==> src/rtl/pdm_pkg.sv <==
// Shared sizing helpers for the PDM CIC decimator: internal CIC width,
// output scaling shift, saturation limits and parameter sanity checks.
package pdm_pkg;

  function automatic int cic_width(input int order, input int log2_dec);
    return order * log2_dec + 2;
  endfunction

  function automatic int cic_shift(input int width, input int out_width);
    return width - out_width - 1;
  endfunction

  function automatic longint sat_max(input int out_width);
    return (64'sd1 <<< (out_width - 1)) - 64'sd1;
  endfunction

  function automatic longint sat_min(input int out_width);
    return -(64'sd1 <<< (out_width - 1));
  endfunction

  // OUT_WIDTH is capped at N*L+1 so the scaling shift never goes negative.
  function automatic bit params_ok(input int channels, input int decimation,
                                   input int order, input int out_width);
    int l;
    l = $clog2(decimation);
    return (channels >= 1) && (channels <= 8) &&
           (decimation >= 8) && (decimation <= 256) &&
           ((1 << l) == decimation) &&
           (order >= 1) && (order <= 4) &&
           (out_width >= 2) && (out_width <= order * l + 1);
  endfunction

endpackage

==> src/rtl/pdm_cic_decimator_if.sv <==
// PCM sample stream with valid/ready handshake, driven by the decimator.
interface pdm_cic_decimator_if #(
  parameter int CHANNELS  = 2,
  parameter int OUT_WIDTH = 16
) ();

  logic [CHANNELS*OUT_WIDTH-1:0] pcm;
  logic                          pcm_valid;
  logic                          pcm_ready;

  modport master (output pcm, output pcm_valid, input pcm_ready);
  modport slave  (input pcm, input pcm_valid, output pcm_ready);

endinterface

==> src/rtl/pdm_cic_channel.sv <==
// One channel of the CIC decimator: N integrators at the PDM rate, N combs at
// the frame rate, then scaling to the PCM width with saturation.
module pdm_cic_channel
  import pdm_pkg::*;
#(
  parameter int ORDER     = 3,
  parameter int LOG2_DEC  = 6,
  parameter int OUT_WIDTH = 16
) (
  input  logic                        pdm_clk,
  input  logic                        reset,
  input  logic                        enable,
  input  logic                        dump,
  input  logic                        pdm_bit,
  output logic signed [OUT_WIDTH-1:0] result
);

  localparam int W     = cic_width(ORDER, LOG2_DEC);
  localparam int SHIFT = cic_shift(W, OUT_WIDTH);
  localparam logic signed [W-1:0] HI = W'(sat_max(OUT_WIDTH));
  localparam logic signed [W-1:0] LO = W'(sat_min(OUT_WIDTH));

  logic signed [W-1:0] x;
  logic signed [W-1:0] integ      [ORDER];
  logic signed [W-1:0] integ_next [ORDER];
  logic signed [W-1:0] comb_dly   [ORDER];
  logic signed [W-1:0] comb_in    [ORDER];
  logic signed [W-1:0] comb_out   [ORDER];
  logic signed [W-1:0] scaled;

  // The comb chain sees the integrator value that already includes this
  // cycle's bit, so a frame's result covers all DECIMATION of its bits.
  always_comb begin
    x = pdm_bit ? {{(W-1){1'b0}}, 1'b1} : {W{1'b1}};
    integ_next[0] = integ[0] + x;
    for (int i = 1; i < ORDER; i++) begin
      integ_next[i] = integ[i] + integ_next[i-1];
    end
    comb_in[0]  = integ_next[ORDER-1];
    comb_out[0] = comb_in[0] - comb_dly[0];
    for (int i = 1; i < ORDER; i++) begin
      comb_in[i]  = comb_out[i-1];
      comb_out[i] = comb_in[i] - comb_dly[i];
    end
    scaled = comb_out[ORDER-1] >>> SHIFT;
    if (scaled > HI) begin
      result = HI[OUT_WIDTH-1:0];
    end else if (scaled < LO) begin
      result = LO[OUT_WIDTH-1:0];
    end else begin
      result = scaled[OUT_WIDTH-1:0];
    end
  end

  always_ff @(posedge pdm_clk) begin
    if (reset) begin
      for (int i = 0; i < ORDER; i++) begin
        integ[i]    <= '0;
        comb_dly[i] <= '0;
      end
    end else begin
      for (int i = 0; i < ORDER; i++) begin
        if (enable) integ[i] <= integ_next[i];
        if (dump)   comb_dly[i] <= comb_in[i];
      end
    end
  end

endmodule

==> src/rtl/pdm_cic_decimator.sv <==
// Multi-channel PDM-to-PCM CIC decimator: shared frame counter, settling
// suppression, PCM valid/ready handshake with sticky overrun, and pcm_clk.
module pdm_cic_decimator
  import pdm_pkg::*;
#(
  parameter int CHANNELS   = 2,
  parameter int DECIMATION = 64,
  parameter int CIC_ORDER  = 3,
  parameter int OUT_WIDTH  = 16
) (
  input  logic                pdm_clk,
  input  logic                reset,
  input  logic                enable,
  input  logic [CHANNELS-1:0] pdm,
  pdm_cic_decimator_if.master pcm_bus,
  output logic                pcm_clk,
  output logic                overrun,
  input  logic                overrun_clr
);

  localparam int L  = $clog2(DECIMATION);
  localparam int SW = $clog2(CIC_ORDER + 1);

  if (!params_ok(CHANNELS, DECIMATION, CIC_ORDER, OUT_WIDTH)) begin : g_param_check
    $error("pdm_cic_decimator: parameter out of supported range");
  end

  logic [L-1:0]                count;
  logic [SW-1:0]               settle;
  logic                        frame_done;
  logic                        publish;
  logic signed [OUT_WIDTH-1:0] results [CHANNELS];

  for (genvar c = 0; c < CHANNELS; c++) begin : g_ch
    pdm_cic_channel #(
      .ORDER     (CIC_ORDER),
      .LOG2_DEC  (L),
      .OUT_WIDTH (OUT_WIDTH)
    ) u_channel (
      .pdm_clk (pdm_clk),
      .reset   (reset),
      .enable  (enable),
      .dump    (frame_done),
      .pdm_bit (pdm[c]),
      .result  (results[c])
    );
  end

  // Results are suppressed until the combs have been flushed CIC_ORDER times.
  always_comb begin
    frame_done = enable && (count == L'(DECIMATION - 1));
    publish    = frame_done && (settle == SW'(CIC_ORDER));
  end

  assign pcm_clk = count[L-1];

  always_ff @(posedge pdm_clk) begin
    if (reset) begin
      count  <= '0;
      settle <= '0;
    end else if (enable) begin
      count <= count + L'(1);
      if (frame_done && (settle != SW'(CIC_ORDER))) begin
        settle <= settle + SW'(1);
      end
    end
  end

  // A fresh result always wins over a pending one; losing an unaccepted
  // sample is what overrun records, and that event beats a same-cycle clear.
  always_ff @(posedge pdm_clk) begin
    if (reset) begin
      pcm_bus.pcm       <= '0;
      pcm_bus.pcm_valid <= 1'b0;
      overrun           <= 1'b0;
    end else begin
      if (publish) begin
        for (int c = 0; c < CHANNELS; c++) begin
          pcm_bus.pcm[c*OUT_WIDTH +: OUT_WIDTH] <= results[c];
        end
        pcm_bus.pcm_valid <= 1'b1;
      end else if (pcm_bus.pcm_valid && pcm_bus.pcm_ready) begin
        pcm_bus.pcm_valid <= 1'b0;
      end
      if (publish && pcm_bus.pcm_valid && !pcm_bus.pcm_ready) begin
        overrun <= 1'b1;
      end else if (overrun_clr) begin
        overrun <= 1'b0;
      end
    end
  end

endmodule
==> src/flat_wrapper.sv <==
// flat-port wrapper written by rule: the top's interface ports become plain ports
module pdm_cic_decimator_flat import pdm_pkg::*;
#(
  parameter int CHANNELS   = 2,
  parameter int DECIMATION = 64,
  parameter int CIC_ORDER  = 3,
  parameter int OUT_WIDTH  = 16
)
  (pdm_clk, reset, enable, pdm, pcm_clk, overrun, overrun_clr, pcm_bus_pcm, pcm_bus_pcm_valid, pcm_bus_pcm_ready);
  pdm_cic_decimator_if #(.CHANNELS(CHANNELS), .OUT_WIDTH(OUT_WIDTH)) pcm_bus_i ();
  input  logic pdm_clk;
  input  logic reset;
  input  logic enable;
  input  logic [CHANNELS-1:0] pdm;
  output logic pcm_clk;
  output logic overrun;
  input  logic overrun_clr;
  output wire logic [$bits(pcm_bus_i.pcm)-1:0] pcm_bus_pcm;
  output wire logic [$bits(pcm_bus_i.pcm_valid)-1:0] pcm_bus_pcm_valid;
  input wire logic [$bits(pcm_bus_i.pcm_ready)-1:0] pcm_bus_pcm_ready;
  assign pcm_bus_pcm = pcm_bus_i.pcm;
  assign pcm_bus_pcm_valid = pcm_bus_i.pcm_valid;
  assign pcm_bus_i.pcm_ready = pcm_bus_pcm_ready;
  pdm_cic_decimator #(.CHANNELS(CHANNELS), .DECIMATION(DECIMATION), .CIC_ORDER(CIC_ORDER), .OUT_WIDTH(OUT_WIDTH)) u_core (.pdm_clk(pdm_clk), .reset(reset), .enable(enable), .pdm(pdm), .pcm_bus(pcm_bus_i), .pcm_clk(pcm_clk), .overrun(overrun), .overrun_clr(overrun_clr));
endmodule
==> config.mk <==
export PLATFORM = sky130hd
export DESIGN_NAME = pdm_cic_decimator_flat
export DESIGN_NICKNAME = d
export VERILOG_FILES = /design/src/rtl/pdm_pkg.sv /design/src/rtl/pdm_cic_decimator_if.sv /design/src/rtl/pdm_cic_channel.sv /design/src/rtl/pdm_cic_decimator.sv /design/src/flat_wrapper.sv
export SDC_FILE = /design/constraint.sdc
export NUM_CORES = 1
export LEC_CHECK = 0
export ABC_AREA = 1
export CORE_ASPECT_RATIO = 1.25
export CORE_MARGIN = 5
export CORE_UTILIZATION = 35
export DETAILED_ROUTE_END_ITERATION = 8
export GPL_ROUTABILITY_DRIVEN = 0
export HOLD_SLACK_MARGIN = 0.15
export SLEW_MARGIN = 20
export SYNTH_ARGS = -nofsm -noshare
export SYNTH_HDL_FRONTEND = slang
export SYNTH_HIERARCHICAL = 1
export SYNTH_SLANG_ARGS = --single-unit
export TNS_END_PERCENT = 20
==> constraint.sdc <==
create_clock -name pdm_clk -period 13.95 [get_ports pdm_clk]
set_input_delay 2.0925 -clock pdm_clk [delete_from_list [all_inputs] [get_ports pdm_clk]]
set_output_delay 2.0925 -clock pdm_clk [all_outputs]
set_load 0.05 [all_outputs]
After elaboration in Yosys (flattened, before gate mapping)
Memory sizes are Yosys's and may differ from the RTL's.
Cells that the tools add are included.
- add/sub/neg operators: 14
- $mul: 0
- divide/modulo/power cells: 0
- order comparisons: 4
- eq/ne operators: 3
- shifts and indexed selects: 0
- muxes and demuxes: 30
- bitwise gates (word level): 12
- reductions and logical operators: 10
- operators by type and width (cell ; number):
    $mux W20 ; 14
    $add A20 B20 Y20 ; 6
    $sub A20 B20 Y20 ; 6
    $mux W16 ; 4
    $gt A17 B16 Y1 const B ; 2
    $lt A17 B16 Y1 const B ; 2
    $mux W1 ; 12
    $or A1 B1 Y1 ; 12
    $add A6 B1 Y6 const B ; 1
    $eq A6 B6 Y1 const B ; 1
    $logic_and A1 B1 Y1 ; 6
    $reduce_bool A2 Y1 ; 2
    $add A2 B1 Y2 const B ; 1
    $eq A2 B2 Y1 const B ; 1
    $ne A2 B2 Y1 const B ; 1
    $reduce_and A2 Y1 ; 1
    $logic_not A1 Y1 ; 1
- bits in registers: 42
- latch bits: 0
- memory bits (writable): 240
- memory bits (read-only): 0
- input bits: 7
- word-level logic and storage cells: 82
- memories kept: 4
- memory list (memory ; words ; width ; read ports ; clocked after memory_dff ; wr ports ; line ; RTL):
    u_core.g_ch[0].u_channel.comb_dly ; 3 ; 20 ; 3 ; 0 ; 3 ; pdm_cic_channel.sv:26 ; logic signed [W-1:0] comb_dly [ORDER];
    u_core.g_ch[0].u_channel.integ ; 3 ; 20 ; 3 ; 0 ; 3 ; pdm_cic_channel.sv:24 ; logic signed [W-1:0] integ [ORDER];
    u_core.g_ch[1].u_channel.comb_dly ; 3 ; 20 ; 3 ; 0 ; 3 ; pdm_cic_channel.sv:26 ;
    u_core.g_ch[1].u_channel.integ ; 3 ; 20 ; 3 ; 0 ; 3 ; pdm_cic_channel.sv:24 ;

Longest topological paths before layout
Gate-level depths: netlist of the first run.
- word-level depth: 10
- depth in mapped cells: 56

By module
The synthesis of the first run kept the hierarchy.
- by module, submodules not included (module ; times used ; cells each ; area an instance (um^2) ; seq. area each (um^2)):
    pdm_cic_channel at u_core.g_ch[0].u_channel ; 1 ; 1259 ; 10112.2 ; 3603.5
    pdm_cic_channel at u_core.g_ch[1].u_channel ; 1 ; 1241 ; 10087.2 ; 3603.5
    pdm_cic_decimator ; 1 ; 341 ; 2159.6 ; 840.8

Least setup slack after synthesis of the first run
No wires, ideal clock.
- path type: input to register
- from: input pdm[0]
- to: register u_core.pcm_bus.pcm[5]
- data arrival time: 9.935 ns
- path slack: 3.905 ns
- stages on the path: 51
- cell sequence: inv_1 ha_1 a21oi_1 nand2_1 a21oi_1 xor2_1 inv_1 ha_1 nand2_1 nor3_1 a21oi_1 o21ai_0 xor2_1 ha_1 a21oi_1 inv_1 a31oi_1 xor2_1 [... 15 more ...] ha_1 nand2_1 nor4_1 nand4_1 nand3_1 a21o_1 a21o_1 xor2_1 inv_1 nand3_2 nand2_2 nand2_4 buf_6 nand2_1 inv_1 nand4_1 nand2_1 nor2_1
- RTL lines (what ; line ; RTL):
    start, declared ; flat_wrapper.sv:14 ; input logic [CHANNELS-1:0] pdm;
    end signal, assigned by index ; pdm_cic_decimator.sv:79 ; pcm_bus.pcm[c*OUT_WIDTH +: OUT_WIDTH] <= results[c];
    end, declared ; pdm_cic_decimator_if.sv:11 ; modport master (output pcm, output pcm_valid, input pcm_ready);

==> key figures, run 1 <==
Worst setup path
  – Slowest stage cell, crit path: inv_1
  – Worst r2r dst: u_core/pcm_bus.pcm[19]
  – Startpoint class of the critical path: primary input
  – Critical path class: primary input to register
  – Worst reg2reg path depth: 50
  – CP Data Required Time: 14.48 ns
  – CP dominant cell by count: nand2_1
  – Reg-to-reg setup timing slack: 4.52 ns
  – Critical path endpoint category: register
  – R2R Path Start: u_core/g_ch[1].u_channel/integ[0][0]
  – Worst EP arrival: 12.28 ns
  – Max stage delay on crit path: 0.58 ns
  – Crit-path max FO: 18

Min path
  – HP Start: u_core/overrun
  – Worst Hold End: u_core/overrun
  – Hold Crit Depth: 2
  – HP Class: register to register

STA
  – Worst-margin pin slew: 0.842 ns
  – Setup Viol. Count Final: 0
  – Slew HR: 43.8%
  – Final Cycle Share: 84.3%
  – Clock Skew: 0.0215 ns
  – Max Slew Vio Count: 0
  – Highest clock rate: 0.0851 GHz
  – Min cycle time layout: 11.76 ns
  – RSZ-0062 raised after global routing: no
  – Setup_tns: 0 ns
  – Hold Violations, Final: 0

Synth
  – Top post-synthesis cells by count: inv_1, nand2_1, nor2_1, edfxtp_1, a21oi_1
  – Sequential area share after synthesis: 36.0%
  – Top_reg_cell synth: edfxtp_1
  – Count of different cell masters after synthesis: 49
  – Gate Count Post-Synth: 2841
  – Top cell type's share of synthesized area: 32.2%
  – Mapped Nets: 3084
  – Complex-gate fraction of the synthesized area: 10.9%
  – Post-synth EDFFs: 240
  – Netlist Area Pre-Place: 0.0224 mm^2
  – Simple-gate share of the synthesized area: 20.0%
  – Area leader, netlist: edfxtp_1
  – Synth Area in XOR/XNOR: 7.76%
  – Most frequent cell after synthesis: inv_1
  – Proportion of synthesized area in mux cells: 0%
  – Mapped Avg Cell Area: 7.87 um^2
  – Synthesis-stage register bit count: 282
  – Largest family of logic cells by synthesized area: simple AND/OR/NAND/NOR gates
  – Syn. warnings: 6
  – Top post-synthesis cells by area: edfxtp_1, ha_1, inv_1, nand2_1, xor2_1
  – Async S/R FF share, synth: 0%
  – Synth Area in Adders: 13.5%

Drt
  – Routed wire length: 44200 um
  – Post-route DRC: 0
  – Antenna viol nets, final: 0
  – Vias: 17100
  – DRT Pass-1 Iters: 5
  – DR iter-0 viols: 536
  – DR WL/cell: 11.8 um
  – Via density: 4.56

CTS
  – CTS root buf: clkbuf_16
  – TritonCTS Buffers: 31
  – CTS tree: done
  – Clk slew on worst S/H paths: 0.06 ns
  – # Post-CTS Setup Buffers: 0
  – H-tree levels: 1
  – Hold buffer count at CTS: 0
  – Clock latency at the later pin of the worst-skew pair: 0.59 ns
  – Resize count post-CTS: 0
  – CTS Buffer Depth: 3
  – CTS sink count: 282

Die
  – Die width: 236 um
  – Row cnt: 103
  – Die Ht: 293 um
  – CORE AREA: 0.0633 mm^2
  – IO Pins: 42
  – Initial Util: 35.3%
  – Die area: 0.0691 mm^2

Global routing
  – GRT Util Overall: 12.6%
  – Initial antenna violation count: 0
  – GRT Residual Overflow: 0
  – First-pass GRT wire length: 75400 um
  – Vias in the first global route: 16700
  – Largest net degree at the start of global routing: 61

Run
  – Max_cap viols: 0

Final layout
  – Fillers: 6507
  – Share of cells above drive strength 1: 5.75%
  – P&R area growth vs syn: 10.9%
  – Final net count: 3121

Placement
  – Buffers on Ports: 41
  – Post-DP HPWL: 33600 um

Status
  – Status: completed
-- sequential cells by signal, indices dropped and copies added, names as in the netlist --
register and count:
u_core/pcm_bus.pcm 32, u_core/pcm_bus.pcm_valid 1, u_core/count 6, u_core/g_ch.u_channel/integ 120, u_core/g_ch.u_channel/comb_dly 120, u_core/overrun 1
u_core/settle 2
-- area by class of cell --
type / count / area [um^2] / share of cell area [%]
Multi-Input combinational cell: 1875 / 11700 / 47.1
Sequential cell: 282 / 8050 / 32.5
Clock inverter: 10 / 134 / 0.540
Antenna cell: 1 / 2.50 / 0.0101
Timing Repair Buffer: 50 / 478 / 1.93
Tap cell: 840 / 1050 / 4.24
Inverter: 638 / 2390 / 9.66
Clock buffer: 48 / 1010 / 4.06
-- layout by cell type (no fill, tap or decap), drive strengths merged, types with 3 or more instances in the layout --
cell type      Yosys  final
nor2             346    346
a21boi             4      4
nor3              34     34
clkinv             0      5
bufinv             0      3
xor2             164    164
a21o              16     16
o211ai            12     12
inv              638    639
nor4               5      5
nand2            451    451
o21bai            17     17
ha               226    226
edfxtp           240    240
nand4             60     60
a21oi            235    235
xnor2             34     34
clkbuf            28     48
a31oi             21     21
nand3             99     99
buf               18      9
and2               3      3
nor3b              7      7
dfxtp             42     42
o31ai             17     17
or2                6      6
o21ai             89     89
a211oi             6      6
clkdlybuf4s50      0     41
fa                10     10
o21a               4      4
-- layer usage --
metal | wire, um | track usage (%)
met1 | 19700 | 14.5
met3 | 1220 | 1.52
met5 | 0 | 0
met2 | 22300 | 24.3
met4 | 1010 | 3.47
-- worst max-delay path by stage --
| stage | startpoint | to | slack [ns] | depth (start not counted) |
|---|---|---|---|---|
| after floorplan | pdm[0] | u_core/pcm_bus.pcm[5] | 3.91 | 51 |
| final | pdm[1] | u_core/pcm_bus.pcm[19] | 2.19 | 52 |
| after CTS | pdm[1] | u_core/pcm_bus.pcm[19] | 2.13 | 52 |
| after global routing | pdm[1] | u_core/pcm_bus.pcm[16] | 1.12 | 52 |
| after detailed placement | pdm[1] | u_core/pcm_bus.pcm[19] | 1.52 | 52 |
| after global placement | pdm[1] | u_core/pcm_bus.pcm[20] | 1.55 | 50 |
-- stage by stage --
step | instance area [um^2] | worst slack [ns] | util [%] | std cells | hold slack, ns
after floorplan | 22400 | 3.91 | - | 2841 | 0.472
after global placement | 23600 | 1.55 | 37.4 | 3685 | 0.454
after detailed placement | 23600 | 1.52 | 37.4 | 3685 | 0.459
after CTS | 24800 | 2.13 | 39.2 | 3743 | 0.468
after global routing | 24800 | 1.12 | 39.2 | 3743 | 0.504
final | 24800 | 2.19 | 39.2 | 3744 | 0.466
-- worst max-delay path, delay by kind of cell --
kind	cells	cell delay (ns)
fa+ha+maj	6	2.14
simple gates	20	3.15
xor+xnor	5	1.01
compound gates	13	2.38
buf+inv	8	1.51
-- kinds of logic (layout without fill, tap and decap cells) --
kind of cell | after synthesis | in the layout
AOI/OAI and AO/OA | 430 | 430
buffers and inverters | 684 | 746
and+or+nand+nor | 1011 | 1011
other | 0 | 1
DFF | 282 | 282
xor gates and xnor gates | 198 | 198
adders and majority gates | 236 | 236
Power of run 1 is not shown: default switching activity piles up to over one toggle a cycle in this logic, so the estimate is an artifact.
==> run 2, diff against run 1 <==
==> constraint.sdc (replaced) <==
create_clock -name pdm_clk -period 10.6 [get_ports pdm_clk]
set_input_delay 1.59 -clock pdm_clk [delete_from_list [all_inputs] [get_ports pdm_clk]]
set_output_delay 1.59 -clock pdm_clk [all_outputs]
set_load 0.05 [all_outputs]
==> run 2 against run 1 <==
Effect of this change: worst hold slack worse by 0.0012 ns; final area up 5.4%; global-route usage up 0.38 points; sequential share of layout area down 1.7 points; first-iteration DRC count down 3.9%; setup slack worse by 1.5 ns; register-to-register slack worse by 2.4 ns; core utilization up 2.1 points; die area unchanged; clock skew up 0.0044 ns; routed wire length up 3.1%; critical path type unchanged; highest routed layer unchanged.
==> key figures, run 2 (synthesized netlist as in run 1, its figures left out) <==
Drt
  – DR WL/cell: 11.7 um
  – Via density: 4.53
  – DRT Pass-1 Iters: 5
  – Routed wire length: 45500 um
  – DR iter-0 viols: 515
  – Antenna viol nets, final: 0
  – Vias: 17600
  – Post-route DRC: 0

Placement
  – Buffers on Ports: 41
  – Dpl ws: -0.519 ns
  – Dpl cell area: 0.0246 mm^2
  – Post-DP HPWL: 34600 um

Die
  – Row cnt: 103
  – Die width: 236 um
  – IO Pins: 42
  – CORE AREA: 0.0633 mm^2
  – Die Ht: 293 um
  – Initial Util: 35.3%
  – Die area: 0.0691 mm^2

CTS
  – CTS root buf: clkbuf_16
  – TritonCTS Buffers: 34
  – Clk slew on worst S/H paths: 0.06 ns
  – H-tree levels: 2
  – Clock latency at the later pin of the worst-skew pair: 0.53 ns
  – CTS tree: done
  – CTS Buffer Depth: 3
  – CTS sink count: 282

Final layout
  – Ant diodes: 0
  – Most common cell after layout, fill and taps aside: inv_1
  – Most frequent cells in the layout: inv_1, nand2_1, nor2_1
  – Post-layout instance area: 0.0261 mm^2
  – Final net count: 3264
  – P&R area growth vs syn: 16.8%
  – Share of cells above drive strength 1: 11.6%
  – Largest regs: u_core/g_ch.u_channel/comb_dly x120, u_core/g_ch.u_channel/integ x120, u_core/pcm_bus.pcm x32

STA
  – Max Slew Vio Count: 0
  – Setup_tns: 0 ns
  – Final worst slack: 0.716 ns
  – Highest clock rate: 0.101 GHz
  – Hold Violations, Final: 0
  – Min cycle time layout: 9.88 ns
  – Slew HR: 38.7%
  – Final Cycle Share: 93.2%
  – Worst-margin pin slew: 0.918 ns
  – Setup Viol. Count Final: 0
  – Hold slack: 0.465 ns
  – Clock Skew: 0.0258 ns

Worst setup path
  – Critical path class: primary input to register
  – Worst r2r dst: u_core/pcm_bus.pcm[19]
  – Setup crit end: u_core/pcm_bus.pcm[19]
  – CP dominant cell by count: nand2_1
  – R2R Path Start: u_core/g_ch[1].u_channel/integ[0][0]
  – Reg-to-reg setup timing slack: 2.14 ns
  – Slowest stage cell, crit path: clkdlybuf4s50_1
  – Max stage delay on crit path: 0.53 ns
  – Crit-path max FO: 8
  – Critical path endpoint category: register
  – Worst reg2reg path depth: 53
  – Startpoint class of the critical path: primary input
  – CP Data Required Time: 11.06 ns
  – Worst EP arrival: 10.35 ns
  – Worst setup path start: pdm[1]

Status
  – Status: completed

Global routing
  – Initial antenna violation count: 0
  – GRT Util Overall: 13.0%
  – First-pass GRT wire length: 77500 um
  – Largest net degree at the start of global routing: 61
  – Vias in the first global route: 17200
  – GRT Residual Overflow: 0

Run
  – Max_cap viols: 0

Min path
  – HP Class: register to register
==> run 2: timing repair <==
| action | 4_1_cts | 5_1_grt |
|---|---|---|
| setup buffers | 0 | 9 |
| setup endpoints to repair | 0 | 33 |
| resized for setup | 0 | 77 |
| hold buffers | 0 | 0 |
==> run 2: worst min path at each step <==
stage | from | end | slack [ns] | depth (start not counted)
6_report | u_core/overrun | u_core/overrun | 0.46 | 2
3_3_place_gp | u_core/overrun | u_core/overrun | 0.45 | 2
5_1_grt | u_core/overrun | u_core/overrun | 0.50 | 2
2_1_floorplan | u_core/count[2] | u_core/count[2] | 0.47 | 2
3_5_place_dp | u_core/overrun | u_core/overrun | 0.46 | 2
4_1_cts | u_core/overrun | u_core/overrun | 0.47 | 2
==> run 2: final cells by class <==
cell class                      count  area, um^2
Sequential cell                   282        8050
Timing Repair Buffer              189        1540
Tap cell                          840        1050
Fill cell                        6418       37200
Inverter                          638        2390
Clock buffer                       40         895
Clock inverter                     19         220
Multi-Input combinational cell   1876       12000
==> run 2: worst max-delay path, delay by kind of cell <==
family	cells	cell delay (ns)
and+or+nand+nor	22	2.68
adders and majority gates	6	1.99
AOI/OAI and AO/OA	13	1.86
buffers and inverters	8	1.22
xor gates and xnor gates	5	0.98
==> run 2: per-stage QoR <==
step	cells	utilization, %
final	3884	41.3
after global routing	3884	41.3
after CTS	3874	40.7
after detailed placement	3815	38.9
after global placement	3815	38.9
after floorplan	2841	-
==> run 2: per-layer routing <==
metal / wire (um) / share of wire (%) / track usage (%) / vias to the layer above
met2: 23300 / 51 / 24.7 / 168
met5: 0 / 0 / 0 / -
met4: 1190 / 2.6 / 4.04 / 0
li1: - / - / - / 9548
met1: 19800 / 43 / 15.0 / 7794
met3: 1240 / 2.7 / 1.69 / 67
Power of run 2 is left out for the same reason.
==> run 3, diff against run 2 <==
--- a/config.mk
+++ b/config.mk
@@ -6,7 +6,8 @@
 export NUM_CORES = 1
 export LEC_CHECK = 0
 export ABC_AREA = 1
-export CORE_ASPECT_RATIO = 1.25
+export ABC_CLOCK_PERIOD_IN_PS = 10600
+export CORE_ASPECT_RATIO = 1.4
 export CORE_MARGIN = 5
 export CORE_UTILIZATION = 35
 export DETAILED_ROUTE_END_ITERATION = 8
==> run 3 against run 2 <==
Effect of this change: critical path depth increased by 1; largest cell class unchanged; critical endpoint is now u_core/pcm_bus.pcm[7]; global-route usage increased by 0.55 points; non-clock buffer count increased by 11; register-to-register slack got worse by 0.17 ns; die area about the same.
==> key figures, run 3 (synthesized netlist as in run 1, its figures left out) <==
Die
  – Die area: 0.0691 mm^2
  – Row cnt: 109
  – Initial Util: 35.3%
  – CORE AREA: 0.0633 mm^2
  – IO Pins: 42
  – Die width: 224 um
  – Die Ht: 309 um

Worst setup path
  – Critical path class: primary input to register
  – Startpoint class of the critical path: primary input
  – Slowest stage cell, crit path: clkdlybuf4s50_1
  – Worst EP arrival: 10.40 ns
  – Worst reg2reg path depth: 53
  – CP Data Required Time: 11.11 ns
  – Critical path endpoint category: register
  – Worst r2r dst: u_core/pcm_bus.pcm[7]
  – Crit-path max FO: 15
  – Buf/Inv on CP: 11
  – Reg-to-reg setup timing slack: 1.97 ns
  – CP dominant cell by count: a21oi_1
  – Max stage delay on crit path: 0.48 ns
  – CP delay by family, top: compound AO/OA/AOI/OAI gates
  – R2R Path Start: u_core/g_ch[0].u_channel/integ[0][3]

Drt
  – Post-route DRC: 0
  – Via density: 4.57
  – Antenna viol nets, final: 0
  – DR WL/cell: 12.2 um
  – DR iter-0 viols: 691
  – Vias: 17800
  – DRT Pass-1 Iters: 5
  – Routed wire length: 47300 um

Global routing
  – GRT Util Overall: 13.5%
  – GRT Residual Overflow: 0
  – Vias in the first global route: 17700
  – Initial antenna violation count: 0
  – First-pass GRT wire length: 80000 um
  – Largest net degree at the start of global routing: 61

Run
  – Max_cap viols: 0

CTS
  – CTS sink count: 282
  – TritonCTS Buffers: 30
  – CTS tree: done
  – CTS root buf: clkbuf_16
  – Clock latency at the later pin of the worst-skew pair: 0.61 ns
  – H-tree levels: 1
  – Clk slew on worst S/H paths: 0.06 ns
  – CTS Buffer Depth: 3

Status
  – Status: completed

Final layout
  – Ant diodes: 0
  – Most common cell after layout, fill and taps aside: inv_1
  – Final net count: 3272
  – Most frequent cells in the layout: inv_1, nand2_1, nor2_1
  – Post-layout instance area: 0.0260 mm^2
  – Largest regs: u_core/g_ch.u_channel/comb_dly x120, u_core/g_ch.u_channel/integ x120, u_core/pcm_bus.pcm x32
  – Share of cells above drive strength 1: 11.4%
  – P&R area growth vs syn: 16.3%

STA
  – Setup Viol. Count Final: 0
  – Min cycle time layout: 9.89 ns
  – Clock Skew: 0.0337 ns
  – Slew HR: 43.6%
  – Max Slew Vio Count: 0
  – Final Cycle Share: 93.3%
  – Highest clock rate: 0.101 GHz
  – Hold Violations, Final: 0
  – RSZ-0062 raised after global routing: yes
  – Worst-margin pin slew: 0.845 ns

Placement
  – Dpl cell area: 0.0247 mm^2
  – Post-DP HPWL: 36100 um
  – Buffers on Ports: 41

Min path
  – Hold Crit Depth: 2
  – Worst Hold End: u_core/overrun
  – HP Class: register to register
  – HP Start: u_core/overrun
==> run 3: changes by cell type in the layout (fill, tap and decap cells not counted), sizes merged <==
| cell | delta |
|---|---|
| buf | +11 |
| nand3 | +1 |
| clkinv | +3 |
| clkbuf | -4 |
| inv | -1 |
| bufinv | -4 |
| clkinvlp | +3 |
==> run 3: worst max path at each step <==
| stage | depth (start not counted) | slack, ns | endpoint | start |
|---|---|---|---|---|
| finish | 55 | 0.71 | u_core/pcm_bus.pcm[7] | pdm[0] |
| global route | 51 | -0.02 | u_core/pcm_bus.pcm[21] | pdm[1] |
| CTS | 47 | 0.13 | u_core/pcm_bus.pcm[19] | pdm[1] |
| detailed placement | 49 | -0.58 | u_core/pcm_bus.pcm[20] | pdm[1] |
| global placement | 47 | -0.63 | u_core/pcm_bus.pcm[20] | pdm[1] |
| floorplan | 51 | 1.06 | u_core/pcm_bus.pcm[5] | pdm[0] |
==> run 3: final cells by class <==
type                       count  area (um^2)
fill                        6486        37300
sequential                   282         8050
tap                          832         1040
clock inverter                20          156
multi-input combinational   1877        12000
timing repair buffer         200         1600
inverter                     638         2390
clock buffer                  36          773
==> run 3: through the flow <==
step	utilization, %	TNS (ns)	hold WS, ns	worst slack (ns)	cells
global route	41.1	-0.0539	0.502	-0.0161	3885
CTS	40.5	0	0.481	0.133	3875
floorplan	-	0	0.472	1.06	2841
finish	41.1	0	0.471	0.707	3885
global placement	39.0	-16.51	0.461	-0.635	3819
detailed placement	39.0	-15.45	0.475	-0.584	3819
==> run 3: routing by layer <==
layer | global-route usage, % | share of wire, %
met5 | 0 | 0
met1 | 15.1 | 42
met2 | 26.8 | 53
met3 | 1.40 | 2.3
met4 | 4.12 | 3.0
==> run 3: tightest hold or removal path, delay by kind of cell (launching register included) <==
kind / cells / cell delay (ns)
AOI/OAI and AO/OA: 1 / 0.06
DFF: 1 / 0.31
and+or+nand+nor: 1 / 0.06
==> run 3: repair_timing <==
action                                  in CTS  in global routing
cloned                                       0                  2
hold buffers                                 0                  0
resized for setup                            1                 64
pin swaps                                    0                 12
endpoints found under the setup margin       9                 33
buffers inserted                             0                  8
Power of run 3 is left out for the same reason.
